$ cat src/rtl/fetch_pc_nested_irq.sv
// fetch_pc_nested_irq
// Instruction-fetch PC unit with a prioritised, nestable interrupt return stack.
// It holds the PC register and drives the fetch address combinationally. The
// next PC comes from one of six sources: sequential, predicted branch,
// misprediction undo, register jump, interrupt vector or interrupt return.
//
// Ports:
//   clk, rst        clock, synchronous active-high reset
//   stall           hold the PC; blocks interrupt take and return
//   irq_req         level interrupt requests; bit 0 has the highest priority
//   irq_enable      global interrupt enable
//   branch_predict  redirect to branch_pc
//   branch_undo     misprediction; redirect to pc_not_taken
//   pcr_take        register jump to pcr
//   reti            return from interrupt
//   mem_addr        next PC and fetch address (combinational)
//   pc_plus_4       current PC + 4, wrapping
//   interrupt       interrupt taken this cycle
//   irq_id          id of the taken interrupt, else the active level (0 if none)
//   nest_level      return-stack occupancy
//   stack_full      occupancy equals STACK_DEPTH
//   stack_err       sticky flag, set by reti on an empty stack
//   flush           pipeline flush request
module fetch_pc_nested_irq #(
  parameter int                ADDR_W      = 32,
  parameter int                NUM_IRQ     = 4,
  parameter int                STACK_DEPTH = 4,
  parameter logic [ADDR_W-1:0] RESET_PC    = '0,
  parameter logic [ADDR_W-1:0] VEC_BASE    = 'h100,
  parameter int                VEC_STRIDE  = 16
) (
  input  logic                             clk,
  input  logic                             rst,
  input  logic                             stall,
  input  logic [NUM_IRQ-1:0]               irq_req,
  input  logic                             irq_enable,
  input  logic                             branch_predict,
  input  logic [ADDR_W-1:0]                branch_pc,
  input  logic                             branch_undo,
  input  logic [ADDR_W-1:0]                pc_not_taken,
  input  logic                             pcr_take,
  input  logic [ADDR_W-1:0]                pcr,
  input  logic                             reti,
  output logic [ADDR_W-1:0]                mem_addr,
  output logic [ADDR_W-1:0]                pc_plus_4,
  output logic                             interrupt,
  output logic [$clog2(NUM_IRQ)-1:0]       irq_id,
  output logic [$clog2(STACK_DEPTH+1)-1:0] nest_level,
  output logic                             stack_full,
  output logic                             stack_err,
  output logic                             flush
);

  localparam int ID_W   = $clog2(NUM_IRQ);
  localparam int PRIO_W = $clog2(NUM_IRQ + 1);
  localparam int LVL_W  = $clog2(STACK_DEPTH + 1);
  localparam int IDX_W  = (STACK_DEPTH > 1) ? $clog2(STACK_DEPTH) : 1;
  // Priority value one past the lowest real level means "no interrupt active".
  localparam logic [PRIO_W-1:0] PRIO_NONE = PRIO_W'(NUM_IRQ);

  function automatic logic [ADDR_W-1:0] vec_addr(input logic [PRIO_W-1:0] id);
    return VEC_BASE + ADDR_W'(id) * ADDR_W'(VEC_STRIDE);
  endfunction

  logic [ADDR_W-1:0] pc_p0;
  logic [LVL_W-1:0]  occ_p0;
  logic [PRIO_W-1:0] prio_p0;
  logic              err_p0;
  logic [ADDR_W-1:0] stk_addr [STACK_DEPTH];
  logic [PRIO_W-1:0] stk_prio [STACK_DEPTH];

  logic [ADDR_W-1:0] nb;
  logic              pend_vld;
  logic [PRIO_W-1:0] pend_id;
  logic [IDX_W-1:0]  top_idx;
  logic [IDX_W-1:0]  push_idx;
  logic [ADDR_W-1:0] top_addr;
  logic [PRIO_W-1:0] top_prio;
  logic              has_top;
  logic              ret_ok;
  logic              chain;
  logic [PRIO_W-1:0] elig_prio;
  logic              take;
  logic              pop;

  // ---- stage 0: next-PC selection and interrupt decision ----
  always_comb begin
    pend_vld = 1'b0;
    pend_id  = '0;
    // Scan from the top index down so the lowest set bit wins.
    for (int i = NUM_IRQ - 1; i >= 0; i--) begin
      if (irq_req[i]) begin
        pend_vld = 1'b1;
        pend_id  = PRIO_W'(i);
      end
    end
  end

  always_comb begin
    pc_plus_4 = pc_p0 + ADDR_W'(4);

    if (branch_undo)         nb = pc_not_taken;
    else if (pcr_take)       nb = pcr;
    else if (stall)          nb = pc_p0;
    else if (branch_predict) nb = branch_pc;
    else                     nb = pc_plus_4;

    has_top  = (occ_p0 != '0);
    top_idx  = IDX_W'(occ_p0 - LVL_W'(1));
    push_idx = IDX_W'(occ_p0);
    top_addr = stk_addr[top_idx];
    top_prio = stk_prio[top_idx];

    ret_ok   = reti & ~stall & ~branch_undo;
    // A return in the same cycle as a take drops to the popped level first,
    // so eligibility is judged against that level rather than the current one.
    chain     = ret_ok & has_top;
    elig_prio = chain ? top_prio : prio_p0;

    take = ~rst & irq_enable & ~stall & ~branch_undo & pend_vld &
           (pend_id < elig_prio) & (~stack_full | reti);
    pop  = ~rst & ret_ok & ~take;

    if (rst)                  mem_addr = RESET_PC;
    else if (take)            mem_addr = vec_addr(pend_id);
    else if (pop && has_top)  mem_addr = top_addr;
    else                      mem_addr = nb;

    interrupt = take;
    flush     = ~rst & (take | pop | branch_undo | pcr_take);

    if (take)                   irq_id = ID_W'(pend_id);
    else if (prio_p0 < PRIO_NONE) irq_id = ID_W'(prio_p0);
    else                        irq_id = '0;
  end

  assign nest_level = occ_p0;
  assign stack_full = (occ_p0 == LVL_W'(STACK_DEPTH));
  assign stack_err  = err_p0;

  // ---- stage 0 -> 1: PC, priority and stack-control registers ----
  always_ff @(posedge clk) begin
    if (rst) begin
      pc_p0   <= RESET_PC;
      occ_p0  <= '0;
      prio_p0 <= PRIO_NONE;
      err_p0  <= 1'b0;
    end else begin
      pc_p0 <= mem_addr;
      if (take) begin
        prio_p0 <= pend_id;
        // A tail-chain reuses the popped entry as-is, so occupancy stays put.
        if (!chain) occ_p0 <= occ_p0 + LVL_W'(1);
      end else if (pop) begin
        if (has_top) begin
          prio_p0 <= top_prio;
          occ_p0  <= occ_p0 - LVL_W'(1);
        end else begin
          err_p0 <= 1'b1;
        end
      end
    end
  end

  // Stack contents are plain data; occupancy alone defines validity.
  always_ff @(posedge clk) begin
    if (take && !chain) begin
      stk_addr[push_idx] <= nb;
      stk_prio[push_idx] <= prio_p0;
    end
  end

endmodule

$ cat config.mk
export PLATFORM = sky130hd
export DESIGN_NAME = fetch_pc_nested_irq
export DESIGN_NICKNAME = d
export VERILOG_FILES = /design/src/rtl/fetch_pc_nested_irq.sv
export SDC_FILE = /design/constraint.sdc
export NUM_CORES = 1
export LEC_CHECK = 0
export ABC_CLOCK_PERIOD_IN_PS = 6340
export BUFFER_PORTS_ARGS = -buffer_cell sky130_fd_sc_hd__buf_2
export CORE_ASPECT_RATIO = 0.5
export CORE_MARGIN = 2
export CORE_UTILIZATION = 56
export CTS_CLUSTER_DIAMETER = 60
export CTS_CLUSTER_SIZE = 28
export DETAILED_ROUTE_END_ITERATION = 7
export PLACE_DENSITY_LB_ADDON = 0.2
export SLEW_MARGIN = 40
export SYNTH_ARGS = -nofsm -noshare
export SYNTH_HDL_FRONTEND = slang
export SYNTH_SLANG_ARGS = --single-unit
export TNS_END_PERCENT = 1
$ cat constraint.sdc
create_clock -name clk -period 6.34 [get_ports clk]
set_input_delay 1.268 -clock clk [delete_from_list [all_inputs] [get_ports clk]]
set_output_delay 1.268 -clock clk [all_outputs]
set_load 0.05 [all_outputs]
## Word level (Yosys, flattened, before mapping)

Memory sizes are Yosys's and may differ from the RTL's.
Cells that the tools add are included.

- Memories kept: 2
- Input port bits: 108
- Bits in writable memories: 140
- Register bits after elaboration: 39
- Word-level logic and storage cells: 72

- Eq/ne operators: 2
- Add/subtract/negate cells: 4
- $lt $le $gt $ge: 2
- Bitwise logic cells: 22
- Reductions and logical operators: 9
- Multiplexer cells: 27

Memories:

| memory | words | width | rd ports | clocked after Yosys merged registers in | write ports | line | RTL |
|---|---|---|---|---|---|---|---|
| stk_addr | 4 | 32 | 1 | 0 | 1 | 69 | `logic [ADDR_W-1:0] stk_addr [STACK_DEPTH];` |
| stk_prio | 4 | 3 | 1 | 0 | 1 | 70 | `logic [PRIO_W-1:0] stk_prio [STACK_DEPTH];` |

Operators by type and width:

| operator | count |
|---|---|
| 2-to-1 mux 32 bit | 7 |
| 2-to-1 mux 3 bit | 11 |
| adder 32 x 3 -> 32 bit (second input constant) | 1 |
| bitwise AND 1 bit | 12 |
| adder 9 x 7 -> 10 bit (first input constant) | 1 |
| 2-to-1 mux 1 bit | 6 |
| 2-to-1 mux 2 bit | 3 |
| inverter 1 bit | 6 |
| AND reduction 3 bit | 2 |
| OR 1 bit | 4 |
| nonzero test 2 bit | 2 |
| adder 3 x 1 -> 3 bit (second input constant) | 1 |
| equality test 3 bit (second input constant) | 1 |
| < comparator 3 bit | 1 |
| < comparator 3 bit (second input constant) | 1 |
| nonzero test 3 bit | 1 |
| subtractor 3 x 1 -> 3 bit (second input constant) | 1 |
| logical AND 1 bit | 2 |
| inequality test 2 bit (second input constant) | 1 |
| AND reduction 2 bit | 1 |
| zero test 1 bit | 1 |

## Logic depth before layout (Yosys ltp)

Gate-level depths: netlist of run 1.

- Depth after elaboration: 14
- Gate-level depth with buffers: 19

## Least setup slack after synthesis of run 1

Ideal clock, no wire load.

- Kind: register -> output
- Start: reg occ_p0[0] (netlist: nest_level[0])
- End: out mem_addr[4]
- Stages on the path, launching flop included: 18
- Data required time: 5.072 ns
- Buffers on the path: 5
- Arrival: 5.770 ns
- Path slack: -0.698 ns
- Path through: dfxtp_1 buf_6 buf_1 inv_1 ha_1 nor2b_1 nor2_1 clkbuf_1 a21oi_1 ha_1 inv_1 or4_4 and4b_4 nor2b_1 buf_2 inv_2 buf_2 o31ai_1

- Longest elaborated chain between the ends: 12
- Elaborated cells on any way between the ends: 18
- Classes of those cells: add/sub: 1; order compare: 1; eq/ne: 1; mux: 4; bitwise: 7; reduce/logical: 2; memory: 2

Ends and longest elaborated chain:

| element | line | RTL |
|---|---|---|
| start, declared | 66 | `logic [LVL_W-1:0] occ_p0;` |
| start signal, assigned | 153 | `if (!chain) occ_p0 <= occ_p0 + LVL_W'(1);` |
| start signal, assigned | 157 | `occ_p0 <= occ_p0 - LVL_W'(1);` |
| subtractor 3 x 1 -> 3 bit / nonzero test 3 bit (equally long branches) | n/a |  |
| memory read (4 x 3 bit) / bitwise AND 1 bit (equally long branches) | n/a |  |
| 2-to-1 mux 3 bit | 118 | `elig_prio = chain ? top_prio : prio_p0;` |
| < comparator 3 bit | 121 | `(pend_id < elig_prio) & (~stack_full \| reti);` |
| bitwise AND 1 bit | 120 | `take = ~rst & irq_enable & ~stall & ~branch_undo & pend_vld &` |
| bitwise AND 1 bit (*) | 121 |  |
| via interrupt | 46 | `output logic interrupt,` |
| inverter 1 bit (no line) | n/a |  |
| bitwise AND 1 bit | 122 | `pop = ~rst & ret_ok & ~take;` |
| logical AND 1 bit | 126 | `else if (pop && has_top) mem_addr = top_addr;` |
| 2-to-1 mux 32 bit | 126 |  |
| 2-to-1 mux 32 bit (*) | 125 | `else if (take) mem_addr = vec_addr(pend_id);` |
| 2-to-1 mux 32 bit (*) | 124 | `if (rst) mem_addr = RESET_PC;` |
| end, declared | 44 | `output logic [ADDR_W-1:0] mem_addr,` |

The timed path passes the listed nets; every way through them passes the cells marked *.

## Worst setup path in the final report of run 1

- Start: in reti
- End: out mem_addr[12]

- Longest elaborated chain between the ends: 13
- Elaborated cells on any way between the ends: 15
- Classes of those cells: order compare: 1; mux: 4; bitwise: 9; reduce/logical: 1

Ends and longest elaborated chain:

| element | line | RTL |
|---|---|---|
| start, declared | 43 | `input logic reti,` |
| bitwise AND 1 bit (2 in a row) | 114 | `ret_ok = reti & ~stall & ~branch_undo;` |
| bitwise AND 1 bit | 117 | `chain = ret_ok & has_top;` |
| 2-to-1 mux 3 bit | 118 |  |
| < comparator 3 bit | 121 |  |
| bitwise AND 1 bit | 120 |  |
| bitwise AND 1 bit | 121 |  |
| inverter 1 bit (no line) | n/a |  |
| bitwise AND 1 bit | 122 |  |
| logical AND 1 bit | 126 |  |
| 2-to-1 mux 32 bit | 126 |  |
| 2-to-1 mux 32 bit (*) | 125 |  |
| 2-to-1 mux 32 bit (*) | 124 |  |

Every way passes the cells marked *; elsewhere a longest branch is shown, timed or not.

==> results of run 1 <==
[report_power, final]
part / leakage [uW] / internal, uW / total (uW) / switching, uW
Clock: 0.000271 / 547 / 1020 / 469
Combinational: 0.00220 / 166 / 513 / 348
Sequential: 0.00159 / 1300 / 1340 / 33.2
Total: 0.00406 / 2020 / 2870 / 850
[state kept, by name, summed over array words and instances (netlist names)]
name and flops:
nest_level 3, pc_p0 32, prio_p0 3, stack_err 1, stk_addr 128, stk_prio 12
[tightest hold or removal path: stages, from the launching register on]
cell and delay, ns:
dfxtp_1 0.35, a31oi_1 0.05, nor2_1 0.07
[worst paths after layout]
| check | startpoint | endpoint | slack (ns) | depth (start not counted) |
|---|---|---|---|---|
| setup / recovery | reti | mem_addr[12] | 0.39 | 12 |
| setup reg to reg | nest_level[1] | stk_addr[0][20] | 2.30 | 14 |
| hold / removal | stack_err | stack_err | 0.50 | 2 |
| hold reg to reg | stack_err | stack_err | 0.50 | 2 |
[cells in the mapped netlist, drive strengths merged, types with 9 or more instances]
cell type  number  area, um^2
a21oi          34         170
a31oi          10        62.6
and3           14        87.6
buf            22         153
clkbuf         36         135
dfxtp          39         781
edfxtp        140        4200
inv            47         176
mux4           35         788
nand2          64         240
nand3          22         110
nand4          17         106
nor2           26        97.6
nor4            9        62.6
o21ai          30         150
o221a           9         101
o22ai          13        81.3
o2bb2ai        54         473
xnor2          20         175
[through the flow]
| step | hold WS, ns | cells |
|---|---|---|
| finish | 0.503 | 1161 |
| floorplan | 0.460 | 761 |
| global route | 0.538 | 1161 |
| detailed placement | 0.474 | 1128 |
| global placement | 0.487 | 1128 |
| CTS | 0.489 | 1160 |
[placed cells by master (no fill, tap or decap), types with 10 or more instances in the layout]
| cell | synthesis | final |
|---|---|---|
| a21oi_1 | 34 | 34 |
| mux4_2 | 35 | 35 |
| dfxtp_1 | 39 | 38 |
| and3_1 | 14 | 14 |
| nor2_1 | 26 | 26 |
| a31oi_1 | 10 | 10 |
| clkbuf_16 | 0 | 17 |
| xnor2_1 | 20 | 20 |
| o21ai_0 | 30 | 29 |
| nand3_1 | 22 | 22 |
| buf_4 | 2 | 16 |
| inv_1 | 45 | 45 |
| o2bb2ai_1 | 54 | 54 |
| o22ai_1 | 13 | 13 |
| buf_2 | 8 | 180 |
| nand4_1 | 17 | 17 |
| edfxtp_1 | 140 | 140 |
| nand2_1 | 64 | 64 |
[per-layer routing]
| metal | global-route usage (%) | vias up |
|---|---|---|
| li1 | - | 3286 |
| met1 | 43.9 | 3667 |
| met2 | 48.5 | 444 |
| met3 | 5.94 | 48 |
| met4 | 12.5 | 0 |
| met5 | 0 | - |
[layout make-up]
class	instances	area share, %
diodes	1	0.0231
clock buffers	19	3.99
clock inverters	13	1.12
inverters	48	1.66
multi-input cells	476	34.8
flip-flops and latches	179	46.0
well taps	227	2.62
repair buffers	198	9.78
[logic make-up (layout without fill, tap and decap cells)]
family | count (synthesis) | after routing | share of synthesized area, %
flops | 179 | 179 | 54.2
xor+xnor | 27 | 27 | 2.72
compound gates | 202 | 202 | 16.3
mux | 46 | 46 | 9.87
other cells | 0 | 1 | 0
simple gates | 194 | 194 | 10.9
buf+inv | 106 | 278 | 5.09
fa+ha+maj | 7 | 7 | 0.952
==> flow_summary.toml, run 1 <==
[outcome]
outcome = "complete, no violations"

[detailed_routing]
drt-vias-per-instance = 6.41
ant_nets = 0
drc = 0
met3WireLength_mm = 2.53
dr.pass1.iters = 8
wl_met2_mm = 12.3
top_layer = "met4"
drt-initial-drc-count = 831
wl_met1_mm = 11.0
wire_per_inst_um = 22.8
wirelength_mm = 26.5
dr_total_vias = 7445

[floorplanning]
die_h_um = 94.6
dieArea_um2 = 17500
initial_core_util_pct = 56.7
ioPinCount = 181
core-area_um2 = 16200
rows = 33
die_w_um = 185

[setup_path]
critPathTopFamily = "simple AND/OR/NAND/NOR gates"
cp_common_cell = "buf_2"
arrival_ns = 4.68
worstPathMaxFanout = 27
critPathBufInv = 4
cp-end-kind = "output pin"
start_kind = "input port"
worstSetupPathType = "input port to output pin"
required_ns = 5.07
crit_chain = "buf_2, or3b_4, nor2_1, a21oi_1, ha_1, inv_1, or4_4, and4b_4, a2111o_2, buf_12, o2bb2ai_1, buf_2"
cp_slowest_cell = "a2111o_2"
max_stage_delay_ns = 0.64

[placed_design]
placed_cell_area_um2 = 10300
numPortBuffers = 180
gp_congestion = 0.957
dp_hpwl_mm = 17.9
place_ws_ns = 0.411

[sta]
fmax_mhz = 168
fin_tns_setup_ns = 0
hold_violations = 0
drv_slew = 0
setup_viol = 0
period_share_pct = 93.9
setup_ws_ns = 0.390
rsz0062_at_grt = "false"
relSlewSlack_pct = 42.4
tightest_slew_ns = 0.862
period_minus_slack_ns = 5.95
fin_skew_ns = 0.0122

[global_route]
grt_pass1_wl_mm = 39.7
grt_max_degree = 52
grtUsageTotal_pct = 31.2
antenna_found_initial = 2
grt_pass1_vias = 7038
grt_overflow = 0

[job]
drv_cap = 0

[logic_synthesis]
ys_ff_latch = 179
syn-num-nets = 876
syn_inst = 761
ys_types = 68
synthFlopType = "edfxtp_1"
synth_area_um2 = 9200
yosysWarnings = 0
synthArstFlopShare_pct = 0
syn_avg_cell_area_um2 = 12.1
synth-edff-count = 140
seq_area_frac_synth_pct = 54.2

[clock_network]
cts_setup_buffers = 0
holdBufCountCts = 0
clock_path_buffers = 2
cts.sinks = 179
htree_num_levels = 4
clk_pin_slew_ns = 0.06
worstSkewPairLatency_ns = 0.44
cts_made_buffers = 17
root_buffer = "clkbuf_16"
cts_tree = "yes"
post_cts_resized = 0

[power_and_ir_drop]
vdd_ir_drop_max_v = 0.000205
finalPower_uw = 2870
p_leak_uw = 0.00406
cellPowerDensity_nw_per_um2 = 264

[layout]
syn2layout_area_growth_pct = 18.0
seqCellArea_um2 = 4990
fill_cells = 1245
fin_nets = 1035
design_area_um2 = 10800
drive_gt1_share_pct = 31.7
multi_input_comb_area_um2 = 3780
fin_util_pct = 66.9

[worst_hold_path]
hold_path_class = "register to register"
Power figures use the tool's default switching activity.
==> run 2, diff against run 1 <==
Settings changed: RECOVER_POWER set to 100.
==> run 2 against run 1 <==
  * The run now ends with max-capacitance violations, max-slew violations left
  * Total power fell by 0.27%
  * Clock-buffer cell count did not move
  * Die area did not move
  * Clock skew fell by 0.0020 ns
  * Clock power barely moved
  * Critical path type unchanged
  * Critical endpoint unchanged
  * Highest routed layer unchanged
==> flow_summary.toml, run 2 (synthesized netlist as in run 1, its figures left out) <==
[outcome]
outcome = "finished, violations left"
violations = "max-capacitance violations, max-slew violations"

[global_route]
antenna_found_initial = 2
grt_pass1_vias = 7038
grtUsageTotal_pct = 31.2
grt_max_degree = 52
grt_overflow = 0
grt_pass1_wl_mm = 39.7

[floorplanning]
die_h_um = 94.6
dieArea_um2 = 17500
initial_core_util_pct = 56.7
ioPinCount = 181
rows = 33
die_w_um = 185
core-area_um2 = 16200

[worst_hold_path]
min_from = "stack_err"
holdPathEnd = "stack_err"
hold_path_class = "register to register"
hold_path_depth = 2

[placed_design]
numPortBuffers = 180
place_ws_ns = 0.411
placed_cell_area_um2 = 10300
dpl.cell_count = 1128
dp_hpwl_mm = 17.9
gp_congestion = 0.957

[layout]
design_area_um2 = 10700
fin_nets = 1035
layout_commonest_cell = "edfxtp_1"
drive_gt1_share_pct = 24.4
fin_cells = 1161
top_register = "stk_addr"
largest_reg_flops = 128
final_cell_mix = "edfxtp_1, buf_2, nand2_1"
reg_top3 = "stk_addr (128), pc_p0 (32), stk_prio (12)"
syn2layout_area_growth_pct = 16.8
fin_util_pct = 66.2

[setup_path]
reg2reg_slack_ns = 1.18
reg2reg_to = "stk_addr[1][20]"
r2r-start = "nest_level[1]"
start_kind = "input port"
r2r_cells = 14
cp-end-kind = "output pin"
arrival_ns = 4.77
required_ns = 5.07
worstSetupPathType = "input port to output pin"
worstPathMaxFanout = 27

[sta]
hold_violations = 0
relSlewSlack_pct = -51.7
setup_viol = 0
rsz0062_at_grt = "false"
fin_skew_ns = 0.0102
drv_slew = 97
tightest_slew_ns = 2.28
fmax_mhz = 166
period_minus_slack_ns = 6.04
period_share_pct = 95.2
fin_tns_setup_ns = 0
setup_ws_ns = 0.303

[clock_network]
cts_setup_buffers = 0
root_buffer = "clkbuf_16"
cts_made_buffers = 17
clock_path_buffers = 2
cts_tree = "yes"
cts.sinks = 179
clk_pin_slew_ns = 0.06
worstSkewPairLatency_ns = 0.44
post_cts_resized = 0
htree_num_levels = 4
holdBufCountCts = 0

[detailed_routing]
drc = 0
dr_total_vias = 7444
wire_per_inst_um = 22.8
wirelength_mm = 26.5
ant_nets = 0
drt-vias-per-instance = 6.41
drt-initial-drc-count = 939
dr.pass1.iters = 7

[power_and_ir_drop]
p_leak_uw = 0.00382
p_int_uw = 2010
power.share.sequential_pct = 46.8
comb_power_share_pct = 17.6
p_clk_share_pct = 35.5
vdd_ir_drop_max_v = 0.000209
cellPowerDensity_nw_per_um2 = 266
p_sw_share_pct = 29.7
switchingPower_uw = 850

[job]
drv_cap = 4
## run 2: power by group through the flow
stage / clock network, uW / logic (uW) / registers (uW)
floorplan: 0 / 369 / 1350
global placement: 0 / 502 / 1360
detailed placement: 0 / 508 / 1360
CTS: 1020 / 511 / 1340
global route: 1070 / 536 / 1340
finish: 1020 / 504 / 1340
## run 2: worst max path at each step
stage	from	to
finish	reti	mem_addr[12]
global placement	stall	mem_addr[10]
CTS	stall	mem_addr[12]
global route	reti	mem_addr[15]
detailed placement	stall	mem_addr[12]
floorplan	nest_level[0]	mem_addr[0]
## run 2: metrics by stage
step,power [uW],hold slack (ns)
after floorplan,1720,0.460
after global placement,1860,0.487
after detailed placement,1870,0.474
after CTS,2870,0.489
after global routing,2940,0.538
final,2860,0.499
## run 2: layout make-up
class | count | area, um^2
timing repair buffer | 198 | 975
fill | 1276 | 5490
clock buffer | 19 | 433
sequential | 179 | 4990
inverter | 48 | 180
antenna | 1 | 2.50
tap | 227 | 284
multi-input combinational | 476 | 3760
clock inverter | 13 | 121
## run 2: worst max-delay path: stages
cell	delay [ns]
buf_2	0.12
or3b_1	0.44
nor2_1	0.26
a21oi_1	0.11
ha_1	0.30
inv_1	0.05
or4_1	0.55
and4b_4	0.26
a2111o_2	0.64
buf_12	0.25
o2bb2ai_1	0.18
clkbuf_2	0.31
## run 2: metal layers
metal	part of all wire, %	wire length, um	track usage (%)
met1	42	11000	43.9
met2	46	12300	48.5
met3	9.6	2540	5.94
met4	2.4	639	12.5
met5	0	0	0
